--- src/rtl/switch_cfg_loader.sv ---
// switch_cfg_loader: byte-serial configuration writer for one switch-matrix tile.
// Accepts a framed stream (0xA5 header, N route bytes, XOR checksum), checks every
// route code, builds the image in a shadow register and commits it to cfg_bus in a
// single cycle. Bytes of a rejected frame never reach the tile.
// Ports:
//   clk, rst   clock (rising edge) and asynchronous active-high reset
//   cfg_valid  stream byte valid
//   cfg_ready  loader can take a byte (transfer = cfg_valid & cfg_ready)
//   cfg_data   stream byte
//   cfg_bus    N*CW flat route image, entry k at [k*CW +: CW]
//   cfg_done   1-cycle pulse when cfg_bus is updated
//   cfg_err    1-cycle pulse when a frame is rejected
//   busy       frame in progress (header accepted, no verdict yet)
module switch_cfg_loader #(
  parameter int unsigned NTOP  = 5,
  parameter int unsigned NSIDE = 4,
  parameter int unsigned CW    = 6
) (
  input  logic                            clk,
  input  logic                            rst,
  input  logic                            cfg_valid,
  output logic                            cfg_ready,
  input  logic [7:0]                      cfg_data,
  output logic [(2*NTOP+2*NSIDE)*CW-1:0]  cfg_bus,
  output logic                            cfg_done,
  output logic                            cfg_err,
  output logic                            busy
);

  localparam int unsigned N    = 2 * NTOP + 2 * NSIDE;
  localparam int unsigned BW   = N * CW;
  localparam int unsigned CNTW = $clog2(N);

  localparam logic [7:0] HEADER = 8'hA5;

  localparam logic [2:0] S_IDLE   = 3'd0;
  localparam logic [2:0] S_LOAD   = 3'd1;
  localparam logic [2:0] S_CHECK  = 3'd2;
  localparam logic [2:0] S_COMMIT = 3'd3;
  localparam logic [2:0] S_ERR    = 3'd4;

  logic [2:0]      state_q, state_d;
  logic [CNTW-1:0] count_q;
  logic [7:0]      chk_q;
  logic            bad_q;
  logic [BW-1:0]   shadow_q;
  logic            xfer;

  assign xfer = cfg_valid & cfg_ready;

  // Route code legality: [7:6] zero, side in 0..4, index bounded by the side's wire count.
  function automatic logic code_ok(input logic [7:0] b);
    logic [2:0] side;
    logic [2:0] idx;
    side = b[2:0];
    idx  = b[5:3];
    if (b[7:6] != 2'b00) return 1'b0;
    case (side)
      3'd0:       return 1'b1;
      3'd1, 3'd3: return (32'(idx) < NTOP);
      3'd2, 3'd4: return (32'(idx) < NSIDE);
      default:    return 1'b0;
    endcase
  endfunction

  // State register.
  always_ff @(posedge clk or posedge rst) begin
    if (rst) state_q <= S_IDLE;
    else     state_q <= state_d;
  end

  // Next-state logic.
  always_comb begin
    state_d = state_q;
    case (state_q)
      S_IDLE:   if (xfer && cfg_data == HEADER) state_d = S_LOAD;
      S_LOAD:   if (xfer && count_q == CNTW'(N - 1)) state_d = S_CHECK;
      S_CHECK:  if (xfer) state_d = (!bad_q && cfg_data == chk_q) ? S_COMMIT : S_ERR;
      S_COMMIT: state_d = S_IDLE;
      S_ERR:    state_d = S_IDLE;
      default:  state_d = S_IDLE;
    endcase
  end

  // Frame accumulation: shadow image, running checksum and sticky bad-code flag.
  always_ff @(posedge clk or posedge rst) begin
    if (rst) begin
      count_q  <= '0;
      chk_q    <= '0;
      bad_q    <= 1'b0;
      shadow_q <= '0;
    end else if (state_q == S_IDLE) begin
      if (xfer && cfg_data == HEADER) begin
        count_q <= '0;
        chk_q   <= '0;
        bad_q   <= 1'b0;
      end
    end else if (state_q == S_LOAD && xfer) begin
      shadow_q[32'(count_q) * CW +: CW] <= cfg_data[CW-1:0];
      chk_q   <= chk_q ^ cfg_data;
      bad_q   <= bad_q | ~code_ok(cfg_data);
      count_q <= count_q + CNTW'(1);
    end
  end

  // Registered outputs; handshake and busy are decoded from the next state so they
  // line up with the state they describe.
  always_ff @(posedge clk or posedge rst) begin
    if (rst) begin
      cfg_bus   <= '0;
      cfg_done  <= 1'b0;
      cfg_err   <= 1'b0;
      cfg_ready <= 1'b1;
      busy      <= 1'b0;
    end else begin
      cfg_done  <= (state_q == S_COMMIT);
      cfg_err   <= (state_q == S_ERR);
      cfg_ready <= !(state_d == S_COMMIT || state_d == S_ERR);
      busy      <= (state_d == S_LOAD || state_d == S_CHECK);
      if (state_q == S_COMMIT) cfg_bus <= shadow_q;
    end
  end

endmodule

--- config.mk ---
export PLATFORM = sky130hd
export DESIGN_NAME = switch_cfg_loader
export DESIGN_NICKNAME = d
export VERILOG_FILES = /design/src/rtl/switch_cfg_loader.sv
export SDC_FILE = /design/constraint.sdc
export NUM_CORES = 1
export LEC_CHECK = 0
export CAP_MARGIN = 20
export CELL_PAD_IN_SITES_DETAIL_PLACEMENT = 2
export CELL_PAD_IN_SITES_GLOBAL_PLACEMENT = 2
export CORE_AREA = 2 2 129 257
export CTS_CLUSTER_SIZE = 24
export DETAILED_ROUTE_END_ITERATION = 10
export DIE_AREA = 0 0 131 259
export MAX_ROUTING_LAYER = met4
export PLACE_DENSITY = 0.75
export SLEW_MARGIN = 30
export SYNTH_ARGS = -nofsm -noshare
export SYNTH_HDL_FRONTEND = slang
export SYNTH_SLANG_ARGS = --single-unit
--- constraint.sdc ---
create_clock -name clk -period 8.9 [get_ports clk]
set_clock_uncertainty 0.2 [all_clocks]
set_input_delay 0.89 -clock clk [delete_from_list [all_inputs] [get_ports clk]]
set_output_delay 0.89 -clock clk [all_outputs]
set_load 0.02 [all_outputs]
# After elaboration in Yosys (flattened, before gate mapping)
# Cells that the tools add are included.
[word_totals]
reg_bits = 237
input_bits = 11
out_inout_bits = 112
wordCells = 77
[classes]
add_sub_neg = 2
multipliers = 1
n_lt_le_gt_ge = 2
n_eq_ne = 16
shift = 2
muxes = 23
bitwise = 5
n_reduce_logical = 16
[op_table]
columns = ["cell", "count"]
rows = [
  ["$bwmux W108", 1],
  ["$shift A6 B34 Y108 const A", 1],
  ["$shiftx A6 B34 Y108", 1],
  ["$neg A8 Y34", 1],
  ["$mux W8", 3],
  ["$eq A3 B2 Y1 const B", 6],
  ["$mux W5", 3],
  ["$mux W3", 4],
  ["$mux W1", 10],
  ["$eq A3 B1 Y1 const B", 3],
  ["$eq A3 B3 Y1 const B", 3],
  ["$pmux W3 S3", 1],
  ["$eq A8 B8 Y1", 1],
  ["$eq A8 B8 Y1 const B", 1],
  ["$xor A8 B8 Y8", 1],
  ["$mul A5 B2 Y7 const B", 1],
  ["$logic_not A3 Y1", 2],
  ["$lt A3 B3 Y1 const B", 2],
  ["$add A5 B1 Y5 const B", 1],
  ["$eq A5 B5 Y1 const B", 1],
  ["$logic_and A1 B1 Y1", 4],
  ["$reduce_and A2 Y1", 2],
  ["$reduce_bool A2 Y1", 2],
  ["$reduce_or A2 Y1", 2],
  ["7 further kinds", 10],
]

# Longest topological paths before layout
# Gate-level depths: netlist of the first run.
[logic_depth]
ltp_word = 11
ltp_mapped = 15
depth_no_buf = 13

# Worst setup path after synthesis of the first run
# No wires, ideal clock.
[synth_timing]
path_type = "register to register"
start = "reg count_q[1]"
end = "reg shadow_q[104]"
setup_ns = 0.127
arrival_time_ns = 4.122
required_time_ns = 8.573
setup_slack_ns = 4.450
path_stages_with_launch = 13
path_buffers = 1
synth_period_minus_slack_ns = 4.450
cell_sequence = "dfrtp_1 ha_1 fa_1 a211o_2 and3_4 o21ai_0 nor2_1 ha_1 clkbuf_1 nand3_2 or4_1 or4_1 mux2_1"
[synth_between]
elab_chain_cells = 4
word_cells_on_any_way = 5
cone_classes = "1 x add/sub; 1 x mul; 2 x shift; 1 x mux"
[synth_lines]
columns = ["item", "line_no", "rtl"]
rows = [
  ["start: declaration", "43", "logic [CNTW-1:0] count_q;"],
  ["start signal: assignment", "102", "count_q <= count_q + CNTW'(1);"],
  ["$mul A5 B2 Y7 (*)", "99", "shadow_q[32'(count_q) * CW +: CW] <= cfg_data[CW-1:0];"],
  ["$neg A8 Y34 (*)", "99", ""],
  ["$shiftx A6 B34 Y108 / $shift A6 B34 Y108 (equally long branches)", "99", ""],
  ["$bwmux W108 (*)", "99", ""],
  ["end signal: indexed assignment", "99", ""],
  ["end: declaration", "46", "logic [BW-1:0] shadow_q;"],
]
# Mark *: on every way between the ends. The rest lies on a longest branch, timed or not.
# A chain may end at the register's enable or synchronous reset.

# Final worst setup path of the first run
[layout_timing]
start = "reg count_q[0]"
end = "reg shadow_q[0]"
# Same word-level chain as after synthesis.

==> results of run 1 <==
==> synth_stat cells (6+ instances only) <==
cell,n,share of area (%)
a21oi_1,22,0.99
nand2_1,395,13
mux2_1,11,1.1
buf_1,6,0.20
mux2i_1,7,0.63
nor4_2,6,0.68
dfrtp_1,236,53
xor2_1,8,0.63
o21ai_0,29,1.3
xnor2_1,12,0.95
inv_1,11,0.37
nor2_1,37,1.3
a31oi_1,9,0.51
clkbuf_1,40,1.4
mux2_2,81,8.2
nor3_1,17,0.77
ha_1,10,1.1
mux2_4,10,1.4
nand3_1,17,0.77
o22ai_1,10,0.56
and2_1,8,0.45
nand2b_1,8,0.45
nor2b_1,8,0.45
==> worst paths after layout <==
check,start,end
hold reg to reg,shadow_q[27]$_DFFE_PP0P_,cfg_bus[27]$_DFFE_PP0P_
setup / recovery,count_q[0]$_DFFE_PP0P_,shadow_q[0]$_DFFE_PP0P_
min in group asynchronous,rst,cfg_bus[44]$_DFFE_PP0P_
max in group asynchronous,rst,cfg_bus[75]$_DFFE_PP0P_
setup reg to reg,count_q[0]$_DFFE_PP0P_,shadow_q[0]$_DFFE_PP0P_
hold / removal,shadow_q[27]$_DFFE_PP0P_,cfg_bus[27]$_DFFE_PP0P_
==> logic make-up after synthesis <==
family / synth area share, %
fa+ha+maj: 1.31
simple gates: 22.4
buf+inv: 2.64
xor+xnor: 2.17
compound gates: 6.77
mux: 11.3
flops: 53.4
==> layer usage <==
metal,GRT usage (%),share of wire [%]
met1,23.0,33
met3,1.83,2.2
met2,46.5,60
met5,-,0
met4,10.5,4.8
==> cells in the final DEF (no fill, tap or decap), drive strengths merged, types with 3 or more instances in the layout <==
master,n
a32o,4
o32ai,4
nor3,22
a22oi,4
nand2b,8
bufinv,3
nor2b,8
clkdlybuf4s50,122
a31oi,9
o22ai,11
and2,8
and3,6
a21o,3
o21ai,32
or3,4
xor2,9
mux2i,7
nor2,41
nor4,11
mux2,102
or2,5
nand4,5
a21oi,22
nand2,405
ha,10
inv,12
dfrtp,236
nor3b,3
clkbuf,29
or4,4
nand3,18
clkinv,9
xnor2,13
buf,11
==> cell type report <==
class | instances | area [µm²] | area share, %
inverters | 13 | 62.6 | 0.461
repair buffers | 133 | 1300 | 9.61
clock inverters | 12 | 149 | 1.10
flip-flops and latches | 237 | 5930 | 43.7
well taps | 427 | 534 | 3.94
clock buffers | 29 | 648 | 4.78
multi-input cells | 809 | 4940 | 36.4
==> report_power, final <==
part	switching, mW	total (mW)	internal [mW]
Combinational	2.11	3.12	1.01
Clock	0.437	1.04	0.606
Sequential	0.228	1.60	1.37
==> worst max-delay path, delay by kind of cell, from the launching register on <==
kind | cells | cell delay [ns]
AO/OA/AOI/OAI | 3 | 0.94
adder cells (fa/ha/maj) | 3 | 1.62
buffers and inverters | 1 | 0.27
flip-flops | 1 | 0.44
multiplexers | 1 | 0.40
AND/OR/NAND/NOR | 4 | 1.19
==> flip-flops by register name (all words and copies together), names as in the netlist <==
signal     flops
chk_q          8
count_q        5
cfg_done       1
busy           1
cfg_bus      108
cfg_err        1
state_q        3
shadow_q     108
cfg_ready      1
bad_q          1
==> metrics by stage <==
stage	instances	instance area [µm²]	power (mW)
detailed placement	1619	12700	4.71
global placement	1619	12700	4.60
CTS	1660	13500	5.78
finish	1660	13600	5.76
global route	1660	13600	6.06
floorplan	1114	11100	3.48
==> results.cfg, run 1 <==
[status]
status = finished, final reports clean

[floorplanning]
die_area_mm2 = 0.0339
io_pins = 123
row_count = 93
core_mm2 = 0.0320
initial_core_util_pct = 34.7
die_w_um = 131
die_y_um = 259

[min_path]
worst_hold_path_type = flop to flop
whs_path_depth = 2

[logic_synthesis]
syn_avg_cell_area_um2 = 9.97
yosysUniqueCellTypes = 83
async_reset_ff_share_pct = 100
synth_ff_type = dfrtp_1
synth_cells = 1114
yosysWarnings = 0
synth_edf_count = 0
netlist_area_mm2 = 0.0111
syn_nets = 1136
ys_seq_elements = 237
yosysSeqAreaShare_pct = 53.4

[critical_path]
r2r_slack_ns = 3.69
worstSetupPathType = flop to flop
cp-end-kind = flop
path_max_fanout = 27
path_cells = buf_4 -> ha_1 -> fa_1 -> a211o_2 -> a21oi_1 -> o21ai_0 -> nor2_1 -> ha_1 -> nand3_1 -> nor3_1 -> nor4b_1 -> mux2_2
required_ns = 9.10
cpMostUsedCell = ha_1
r2r.worst_path.cells = 12
cp.arrival_ns = 5.41
cp-start-kind = flop
worst_path_largest_cell_delay_ns = 0.78
crit_slowest_cell = ha_1

[cts]
cts_htree_levels = 1
clock_path_buffers = 3
clock_sinks = 237
cts_setup_buffers = 0
clkLatencyLatePin_ns = 0.52
numCtsBuffers = 23
root_buffer = clkbuf_16
tritoncts = yes
cts_resized = 0
ctsHoldBuffers = 0
clk_pin_slew_ns = 0.07

[job]
maxCapViolCount = 0

[drt]
drtIter0Drc = 345
post_drt_wl_per_cell_um = 22.9
dr.pass1.iters = 4
vias_per_cell = 5.25
drc = 0
routed_wl_um = 38000
drt.antenna.violating_nets = 0
via_count = 8707

[power_and_ir_drop]
powerDensity_mw_per_mm2 = 424
total_leakage_power_nw = 6.51
peakVddDrop_mv = 0.211

[placement]
dp_slack_ns = 3.74
place.gp.congestion = 0.906
dp_hpwl_um = 28200
port_buffers = 122

[global_route]
grt_pass1_vias = 9990
antenna_found_initial = 0
grt_use_total_pct = 23.8
grt_max_degree = 135
grt_overflow = 0
grt_pass1_wl_um = 59300

[timing]
rsz0062_at_grt = false
holdWs_ns = 0.270
relSlewSlack_pct = 33.1
setup_viol = 0
min_period_ns = 5.21
layout_setup_ws_ns = 3.69
drv_slew = 0
setup_tns_ns = 0
finalCritPeriodShare_pct = 58.5
hold_viol = 0
timing.fmax_mhz = 192
max_slew.worst_pin.slew_ns = 0.996

[final_layout]
drive_above_1_share_pct = 15.9
diodes = 0
layout.nets = 1239
n_fill_cell = 3394
post-route-util_pct = 42.4
syn2layout_area_growth_pct = 22.1
(Power assumes the default switching activity.)
==> run 2, diff against run 1 <==
- CORE_AREA: 2 2 129 257 -> 2 2 133 265
- DIE_AREA: 0 0 131 259 -> 0 0 135 267
- PLACE_DENSITY: 0.75 -> 0.74
- clock period: 8.9 -> 4.6 ns (I/O delays scaled with it)
==> run 2 against run 1 <==
Worst setup slack lost 3.4 ns. Sequential share of layout area down 0.44 points. Via count is 0.26% higher. Final cell count is 2.5% higher. Critical path depth up 1. Clock power up 82%. Critical path type unchanged. Largest cell class unchanged.
==> results.cfg, run 2 (synthesized netlist as in run 1, its figures left out) <==
[status]
status = finished, final reports clean

[floorplanning]
row_count = 96
initial_core_util_pct = 32.6
die_y_um = 267
io_pins = 123
die_area_mm2 = 0.0360
die_w_um = 135
core_mm2 = 0.0341

[drt]
dr.pass1.iters = 4
drc = 0
routed_wl_um = 38100
via_count = 8730
drtIter0Drc = 348
vias_per_cell = 5.13
drt.antenna.violating_nets = 0
post_drt_wl_per_cell_um = 22.4

[global_route]
grt_overflow = 0
grt_max_degree = 108
grt_pass1_wl_um = 58800
grt_pass1_vias = 9805
antenna_found_initial = 0
grt_use_total_pct = 22.2

[cts]
clkLatencyLatePin_ns = 0.54
cts_setup_buffers = 0
cts_htree_levels = 1
ctsHoldBuffers = 0
numCtsBuffers = 23
clock_path_buffers = 3
cts_resized = 0
tritoncts = yes
clk_pin_slew_ns = 0.07
root_buffer = clkbuf_16
clock_sinks = 237

[timing]
setup_tns_ns = 0
holdWs_ns = 0.176
layout_setup_ws_ns = 0.251
hold_viol = 0
relSlewSlack_pct = 34.8
timing.fmax_mhz = 230
drv_slew = 0
rsz0062_at_grt = false
min_period_ns = 4.35
setup_viol = 0
max_slew.worst_pin.slew_ns = 0.951
finalCritPeriodShare_pct = 94.5

[final_layout]
drive_above_1_share_pct = 17.1
layout.nets = 1268
post-route-util_pct = 40.2
reg_top3 = cfg_bus (108), shadow_q (108), chk_q (8)
finalNonFillerCells = 1702
final_common_cell = nand2_1
mostFrequentLayoutCells = 395 x nand2_1, 236 x dfrtp_1, 122 x clkdlybuf4s50_1
design_area_mm2 = 0.0137
diodes = 0
syn2layout_area_growth_pct = 23.3

[placement]
place.gp.congestion = 0.958
post-place-cells = 1662
dp_slack_ns = 0.268
postPlaceCellArea_mm2 = 0.0130
dp_hpwl_um = 28700
port_buffers = 122

[power_and_ir_drop]
powerDensity_mw_per_mm2 = 824
total_leakage_power_nw = 6.61
peakVddDrop_mv = 0.518
p_total_mw = 11.3

[critical_path]
path_max_fanout = 9
required_ns = 4.81
cp-start-kind = flop
worstSetupPathType = flop to flop
cp-end-kind = flop
cp.arrival_ns = 4.56

[min_path]
worst_hold_path_type = input pin to async pin

[job]
maxCapViolCount = 0
## run 2: changes by cell type in the layout (fill, tap and decap cells not counted), sizes merged
cell / previous run / this run
clkinvlp: 1 / 2
clkinv: 9 / 4
bufinv: 3 / 0
clkbuf: 29 / 33
buf: 11 / 40
inv: 12 / 14
## run 2: worst paths after layout
check                                    startpoint  cells after the start                       end  slack [ns]
min in group clk           shadow_q[17]$_DFFE_PP0P_                      2   cfg_bus[17]$_DFFE_PP0P_        0.27
max                          count_q[1]$_DFFE_PP0P_                     13  shadow_q[58]$_DFFE_PP0P_        0.25
min reg2reg                shadow_q[17]$_DFFE_PP0P_                      2   cfg_bus[17]$_DFFE_PP0P_        0.27
max in group asynchronous                       rst                      3   cfg_bus[66]$_DFFE_PP0P_        3.01
min                                             rst                      2   cfg_bus[31]$_DFFE_PP0P_        0.18
max reg2reg                  count_q[1]$_DFFE_PP0P_                     13  shadow_q[58]$_DFFE_PP0P_        0.25
## run 2: area by class of cell
cell class	count	area [µm²]
Timing Repair Buffer	162	1550
Sequential cell	237	5930
Clock buffer	33	683
Tap cell	441	552
Clock inverter	7	48.8
Inverter	13	52.6
Fill cell	3666	20400
Multi-Input combinational cell	809	4890
## run 2: layer usage
layer	track usage (%)	share of wire, %	vias to the layer above
li1	-	-	3990
met1	21.6	34	4490
met2	42.7	58	159
met3	1.75	2.2	91
met4	11.6	5.7	0
met5	-	0	-
## run 2: report_power, final
part           leakage [nW]  switching, mW  total (mW)  internal, mW
logic                  3.03           4.12        6.32          2.20
clock network         0.363          0.848        1.89          1.04
registers              3.22          0.430        3.08          2.65
total                  6.61           5.40        11.3          5.89
## run 2: worst max-delay path: stages (launching register included)
cell and delay, ns:
dfrtp_1 0.44, ha_1 0.28, fa_1 0.43, a211o_2 0.36, and3_4 0.20, o21ai_0 0.29
nor2_1 0.09, ha_1 0.32, buf_4 0.17, and3_1 0.39, a21oi_1 0.13, buf_4 0.20
nor2_1 0.36, mux2_2 0.39
